===== src/rtl/vid2is_regs_pkg.sv =====
// Register map, bit positions and read-handshake state type shared by the
// clocked-video input control slave.
package vid2is_regs_pkg;

    localparam logic [7:0] ADDR_CONTROL   = 8'd0;
    localparam logic [7:0] ADDR_STATUS    = 8'd1;
    localparam logic [7:0] ADDR_INTERRUPT = 8'd2;
    localparam logic [7:0] ADDR_USEDW     = 8'd3;
    localparam logic [7:0] ADDR_WIDTH     = 8'd4;
    localparam logic [7:0] ADDR_F0_LINES  = 8'd5;
    localparam logic [7:0] ADDR_F1_LINES  = 8'd6;

    localparam int CTRL_GO        = 0;
    localparam int CTRL_IE_RES    = 1;
    localparam int CTRL_IE_STABLE = 2;

    localparam int STS_RUNNING    = 0;
    localparam int STS_INTERLACED = 1;
    localparam int STS_STABLE     = 2;
    localparam int STS_OVERFLOW   = 3;

    localparam int INT_RES        = 1;
    localparam int INT_STABLE     = 2;

    // RD_DATA is the cycle in which av_readdata is presented (rd_pend = 1).
    typedef enum logic {
        RD_IDLE = 1'b0,
        RD_DATA = 1'b1
    } rd_state_t;

endpackage


===== src/rtl/vid2is_res_tracker.sv =====
// Holds the last detected resolution per field and flags a change whenever a
// field report differs from what is stored.
module vid2is_res_tracker #(
    parameter int DIM_WIDTH = 16
) (
    input  logic                 clk,
    input  logic                 rst_n,
    input  logic                 res_valid,
    input  logic [DIM_WIDTH-1:0] res_width,
    input  logic [DIM_WIDTH-1:0] res_height,
    input  logic                 res_field,
    output logic [DIM_WIDTH-1:0] width_r,
    output logic [DIM_WIDTH-1:0] f0_lines,
    output logic [DIM_WIDTH-1:0] f1_lines,
    output logic                 res_change
);

    logic [DIM_WIDTH-1:0] cur_lines;

    always_comb begin
        cur_lines  = res_field ? f1_lines : f0_lines;
        res_change = res_valid && ((res_width != width_r) || (res_height != cur_lines));
    end

    // Width is shared by both fields; line count is kept per field.
    always_ff @(posedge clk or negedge rst_n) begin
        if (!rst_n) begin
            width_r  <= '0;
            f0_lines <= '0;
            f1_lines <= '0;
        end else if (res_change) begin
            width_r <= res_width;
            if (res_field) begin
                f1_lines <= res_height;
            end else begin
                f0_lines <= res_height;
            end
        end
    end

endmodule


===== src/rtl/vid2is_control.sv =====
// Avalon-MM control/status slave for the video-to-ImageStream input path:
// frame-aligned go/running gating, resolution capture, overflow sticky, IRQ.
module vid2is_control
    import vid2is_regs_pkg::*;
#(
    parameter int USED_WORDS_WIDTH = 15,
    parameter int DIM_WIDTH        = 16
) (
    input  logic                        clk,
    input  logic                        rst_n,
    input  logic                        sof,
    input  logic                        res_valid,
    input  logic [DIM_WIDTH-1:0]        res_width,
    input  logic [DIM_WIDTH-1:0]        res_height,
    input  logic                        res_field,
    input  logic                        interlaced,
    input  logic                        stable,
    input  logic                        overflow,
    input  logic [USED_WORDS_WIDTH-1:0] usedw,
    output logic                        enable,
    output logic                        status_update_int,
    input  logic [7:0]                  av_address,
    input  logic                        av_read,
    output logic [15:0]                 av_readdata,
    input  logic                        av_write,
    input  logic [15:0]                 av_writedata,
    output logic                        av_waitrequest
);

    logic go, ie_res, ie_stable, running;
    logic overflow_sticky, int_res, int_stable, stable_d;
    logic wr_ctrl, wr_sts, wr_int;
    logic res_change;
    logic [DIM_WIDTH-1:0] width_r, f0_lines, f1_lines;
    logic [15:0] rd_data;
    rd_state_t rd_state, rd_state_next;
    logic rd_pend, rd_capture;
    logic unused_ok;

    assign unused_ok = ^av_writedata[15:4];

    vid2is_res_tracker #(.DIM_WIDTH(DIM_WIDTH)) u_res_tracker (
        .clk        (clk),
        .rst_n      (rst_n),
        .res_valid  (res_valid),
        .res_width  (res_width),
        .res_height (res_height),
        .res_field  (res_field),
        .width_r    (width_r),
        .f0_lines   (f0_lines),
        .f1_lines   (f1_lines),
        .res_change (res_change)
    );

    always_comb begin
        wr_ctrl = av_write && (av_address == ADDR_CONTROL);
        wr_sts  = av_write && (av_address == ADDR_STATUS);
        wr_int  = av_write && (av_address == ADDR_INTERRUPT);
    end

    // running only moves on sof, so a frame is never cut or started mid-way.
    always_ff @(posedge clk or negedge rst_n) begin
        if (!rst_n) begin
            go              <= 1'b0;
            ie_res          <= 1'b0;
            ie_stable       <= 1'b0;
            running         <= 1'b0;
            overflow_sticky <= 1'b0;
            int_res         <= 1'b0;
            int_stable      <= 1'b0;
            stable_d        <= 1'b0;
        end else begin
            if (wr_ctrl) begin
                go        <= av_writedata[CTRL_GO];
                ie_res    <= av_writedata[CTRL_IE_RES];
                ie_stable <= av_writedata[CTRL_IE_STABLE];
            end
            if (sof) begin
                running <= go;
            end
            stable_d        <= stable;
            overflow_sticky <= overflow | (overflow_sticky & ~(wr_sts & av_writedata[STS_OVERFLOW]));
            int_res    <= ie_res & (res_change |
                          (int_res & ~(wr_int & av_writedata[INT_RES])));
            int_stable <= ie_stable & ((stable != stable_d) |
                          (int_stable & ~(wr_int & av_writedata[INT_STABLE])));
        end
    end

    assign enable            = running;
    assign status_update_int = int_res | int_stable;

    always_comb begin
        rd_data = '0;
        case (av_address)
            ADDR_CONTROL: begin
                rd_data[CTRL_GO]        = go;
                rd_data[CTRL_IE_RES]    = ie_res;
                rd_data[CTRL_IE_STABLE] = ie_stable;
            end
            ADDR_STATUS: begin
                rd_data[STS_RUNNING]    = running;
                rd_data[STS_INTERLACED] = interlaced;
                rd_data[STS_STABLE]     = stable;
                rd_data[STS_OVERFLOW]   = overflow_sticky;
            end
            ADDR_INTERRUPT: begin
                rd_data[INT_RES]    = int_res;
                rd_data[INT_STABLE] = int_stable;
            end
            ADDR_USEDW:    rd_data = 16'(usedw);
            ADDR_WIDTH:    rd_data = 16'(width_r);
            ADDR_F0_LINES: rd_data = 16'(f0_lines);
            ADDR_F1_LINES: rd_data = 16'(f1_lines);
            default:       rd_data = '0;
        endcase
    end

    // Read handshake: the master holds av_read until it sees av_waitrequest low;
    // the first cycle stalls and captures, the second presents av_readdata.
    always_ff @(posedge clk or negedge rst_n) begin
        if (!rst_n) begin
            rd_state <= RD_IDLE;
        end else begin
            rd_state <= rd_state_next;
        end
    end

    always_comb begin
        rd_state_next = rd_state;
        rd_capture    = 1'b0;
        case (rd_state)
            RD_IDLE: begin
                if (av_read) begin
                    rd_capture    = 1'b1;
                    rd_state_next = RD_DATA;
                end
            end
            RD_DATA: rd_state_next = RD_IDLE;
            default: rd_state_next = RD_IDLE;
        endcase
    end

    assign rd_pend        = (rd_state == RD_DATA);
    assign av_waitrequest = rst_n & rd_capture & ~rd_pend;

    always_ff @(posedge clk or negedge rst_n) begin
        if (!rst_n) begin
            av_readdata <= '0;
        end else if (rd_capture) begin
            av_readdata <= rd_data;
        end
    end

endmodule


===== config.mk =====
export PLATFORM = sky130hd
export DESIGN_NAME = vid2is_control
export DESIGN_NICKNAME = d
export VERILOG_FILES = /design/src/rtl/vid2is_regs_pkg.sv /design/src/rtl/vid2is_res_tracker.sv /design/src/rtl/vid2is_control.sv
export SDC_FILE = /design/constraint.sdc
export NUM_CORES = 1
export LEC_CHECK = 0
export CORE_ASPECT_RATIO = 0.7
export CORE_UTILIZATION = 45
export CTS_CLUSTER_DIAMETER = 60
export DETAILED_ROUTE_END_ITERATION = 16
export PLACE_DENSITY = 0.74
export SYNTH_ARGS = -nofsm -noshare
export SYNTH_HDL_FRONTEND = slang
export SYNTH_HIERARCHICAL = 1
export SYNTH_SLANG_ARGS = --single-unit

===== constraint.sdc =====
create_clock -name clk -period 3.6 [get_ports clk]
set_input_delay 0.54 -clock clk [delete_from_list [all_inputs] [get_ports clk]]
set_output_delay 0.54 -clock clk [all_outputs]
set_load 0.05 [all_outputs]

==> impl_metrics.json <==
{
  "syn_to_final_growth_pct": 31.2,
  "setup-violations-final": 0,
  "dieArea_sq_mm": 0.00926,
  "leakagePower_nw": 2.22,
  "endpoint_kind": "flop",
  "setup_tns_ns": 0,
  "drc_errors": 0,
  "r2r_cells": 7,
  "antenna_left": 0,
  "synthCells": 312,
  "grt_max_degree": 74,
  "synth_edf_count": 0,
  "rsz0062_at_grt": "false",
  "tightest_slew_ns": 0.929,
  "via_per_inst": 5.42,
  "yosys_warnings": 6,
  "drt_iter0_drc": 202,
  "grt_pass1_wl_mm": 15.4,
  "die-width_um": 115,
  "drv_slew": 0,
  "clk_pin_slew_worst_paths_ns": 0.06,
  "clockRootBuffer": "clkbuf_16",
  "core_area_sq_mm": 0.00851,
  "synth_top_area_cell": "dfrtp_1",
  "io_buffer_count": 87,
  "worst_setup_path_start_kind": "input port",
  "cts_tree": "yes",
  "final.fill_count": 706,
  "cts_setup_buffers": 0,
  "rr_startpoint": "u_res_tracker/width_r[12]",
  "htreeDepth": 3,
  "r2r-end": "u_res_tracker/f0_lines[12]",
  "ys_types": 49,
  "grt-ovfl-total": 0,
  "initial_core_util": 0.469,
  "synth_area_sq_mm": 0.00399,
  "cts_num_sinks": 73,
  "synth_common_cells": "dfrtp_1, mux2_2, mux2i_1, xnor2_1, mux2_4",
  "grtUsageTotal": 0.224,
  "p_per_area_mw_per_mm2": 428,
  "num_rows": 28,
  "hpwl_mm": 7.15,
  "status": "complete, no violations",
  "nets": 482,
  "report.final.hold_viol_count": 0,
  "cts_resized": 0,
  "synthMostInstantiatedCell": "dfrtp_1",
  "criticalPathCategory": "input port to flop",
  "die_height_um": 80.8,
  "avgSynthCellArea_sq_um": 12.8,
  "p_total_w": 0.00224,
  "synth_top_area_frac": 0.458,
  "relSlewSlack": 0.381,
  "finalCritPeriodShare": 0.856,
  "fin_ws_ns": 0.518,
  "antenna_found_initial": 0,
  "max_cap_viol_count": 0,
  "layout-drive-gt1-share": 0.227,
  "max_freq_mhz": 324,
  "ios": 100,
  "routed_wirelength_mm": 9.68,
  "dp.cells": 510,
  "numCtsBuffers": 9,
  "crit_fanout": 18,
  "holdWs_ns": 0.447,
  "ys_async_sr_fraction": 1.00,
  "synthFlopType": "dfrtp_1",
  "ir_drop_v": 0.000202,
  "period_needed_ns": 3.08,
  "ys_seq_elements": 73,
  "worst-r2r-setup-slack_ns": 1.04,
  "critPathArrivalTime_ns": 3.30,
  "ys_top_cells_by_area": "dfrtp_1, mux2_2, mux2i_1",
  "instances_no_fill": 526,
  "yosysSeqAreaShare": 0.458,
  "grt_pass1_vias": 2884,
  "preCtsSetupSlack_ns": 0.218,
  "clock_latency_ns": 0.33,
  "worst_clock_skew_ns": 0.00857,
  "hold_class": "input port to asynchronous set/reset pin",
  "place_congestion": 0.836,
  "clockBufferDepth": 2,
  "antenna_cells": 0,
  "num_vias": 2849,
  "cp_data_required_time_ns": 3.82,
  "ctsHoldBuffers": 0,
  "synth_nets": 393,
  "drtPass1Iterations": 5,
  "wl_per_cell_um": 18.4
}
-- sequential cells by signal, summed over array words and instances (netlist names) --
register,cells
u_res_tracker/f1_lines,16
enable,1
int_stable,1
overflow_sticky,1
rd_pend,1
u_res_tracker/width_r,16
ie_res,1
go,1
u_res_tracker/f0_lines,16
int_res,1
stable_d,1
av_readdata,16
ie_stable,1
-- cell usage in the layout, fill, tap and decap left out, types with 3 or more instances in the layout --
cell	n
clkdlybuf4s50_1	86
dfrtp_1	73
mux2_2	40
mux2i_1	34
xnor2_1	21
mux2_4	14
xor2_1	13
a22o_1	12
a22oi_1	11
o22ai_1	11
clkbuf_16	9
nand2_1	8
nor2b_1	6
buf_4	5
nor4_1	5
inv_1	4
nand3_1	3
o21ai_0	3
nand4_1	3
buf_12	3
-- cell type report --
type | count | area, sq um | area share
multi-input cells | 216 | 1990 | 0.381
flip-flops and latches | 73 | 1830 | 0.349
repair buffers | 95 | 963 | 0.184
clock buffers | 10 | 239 | 0.0456
well taps | 120 | 150 | 0.0287
clock inverters | 6 | 42.5 | 0.00812
inverters | 6 | 22.5 | 0.00430
-- worst max-delay path by stage --
stage | startpoint | end | slack, ns | depth (start not counted)
after global routing | res_field | u_res_tracker/f0_lines[12] | 0.41 | 9
after CTS | res_field | u_res_tracker/f0_lines[4] | 0.55 | 9
final | res_field | u_res_tracker/f0_lines[12] | 0.52 | 9
after floorplan | res_field | u_res_tracker/f0_lines[10] | 0.98 | 8
after global placement | res_field | u_res_tracker/f0_lines[14] | 0.24 | 9
after detailed placement | res_field | u_res_tracker/f0_lines[12] | 0.22 | 9
-- worst max-delay path, cell delays in order --
cell and delay (ns):
clkdlybuf4s50_1 0.52, buf_12 0.20, mux2i_1 0.26, xor2_1 0.18, nand4_1 0.17, or4_4 0.60
o21ai_2 0.29, buf_12 0.19, mux2_2 0.34
-- where the power goes --
| part | switching [W] | internal [W] | leakage, nW |
|---|---|---|---|
| combinational | 0.000191 | 0.000248 | 1.19 |
| sequential | 0.0000702 | 0.000898 | 0.902 |
| clock | 0.000350 | 0.000486 | 0.135 |
-- layer usage --
metal	part of all wire	vias to the layer above	GRT usage
li1	-	1348	-
met1	0.49	1396	0.331
met2	0.43	101	0.330
met3	0.075	4	0.0590
met4	0.0035	0	0.0468
met5	0	-	0
-- kinds of logic after synthesis --
group / Yosys count / share of synthesized area
buf+inv: 23 / 0.0429
simple gates: 37 / 0.0621
compound gates: 56 / 0.106
xor+xnor: 34 / 0.0746
mux: 89 / 0.256
flops: 73 / 0.458
-- stage by stage --
stage	utilization	instance area [sq um]
4_1_cts	0.615	5240
3_3_place_gp	0.582	4960
6_report	0.615	5240
3_5_place_dp	0.582	4960
5_1_grt	0.615	5240
2_1_floorplan	-	3990
No activity file was read; power rests on OpenSTA's default activity.
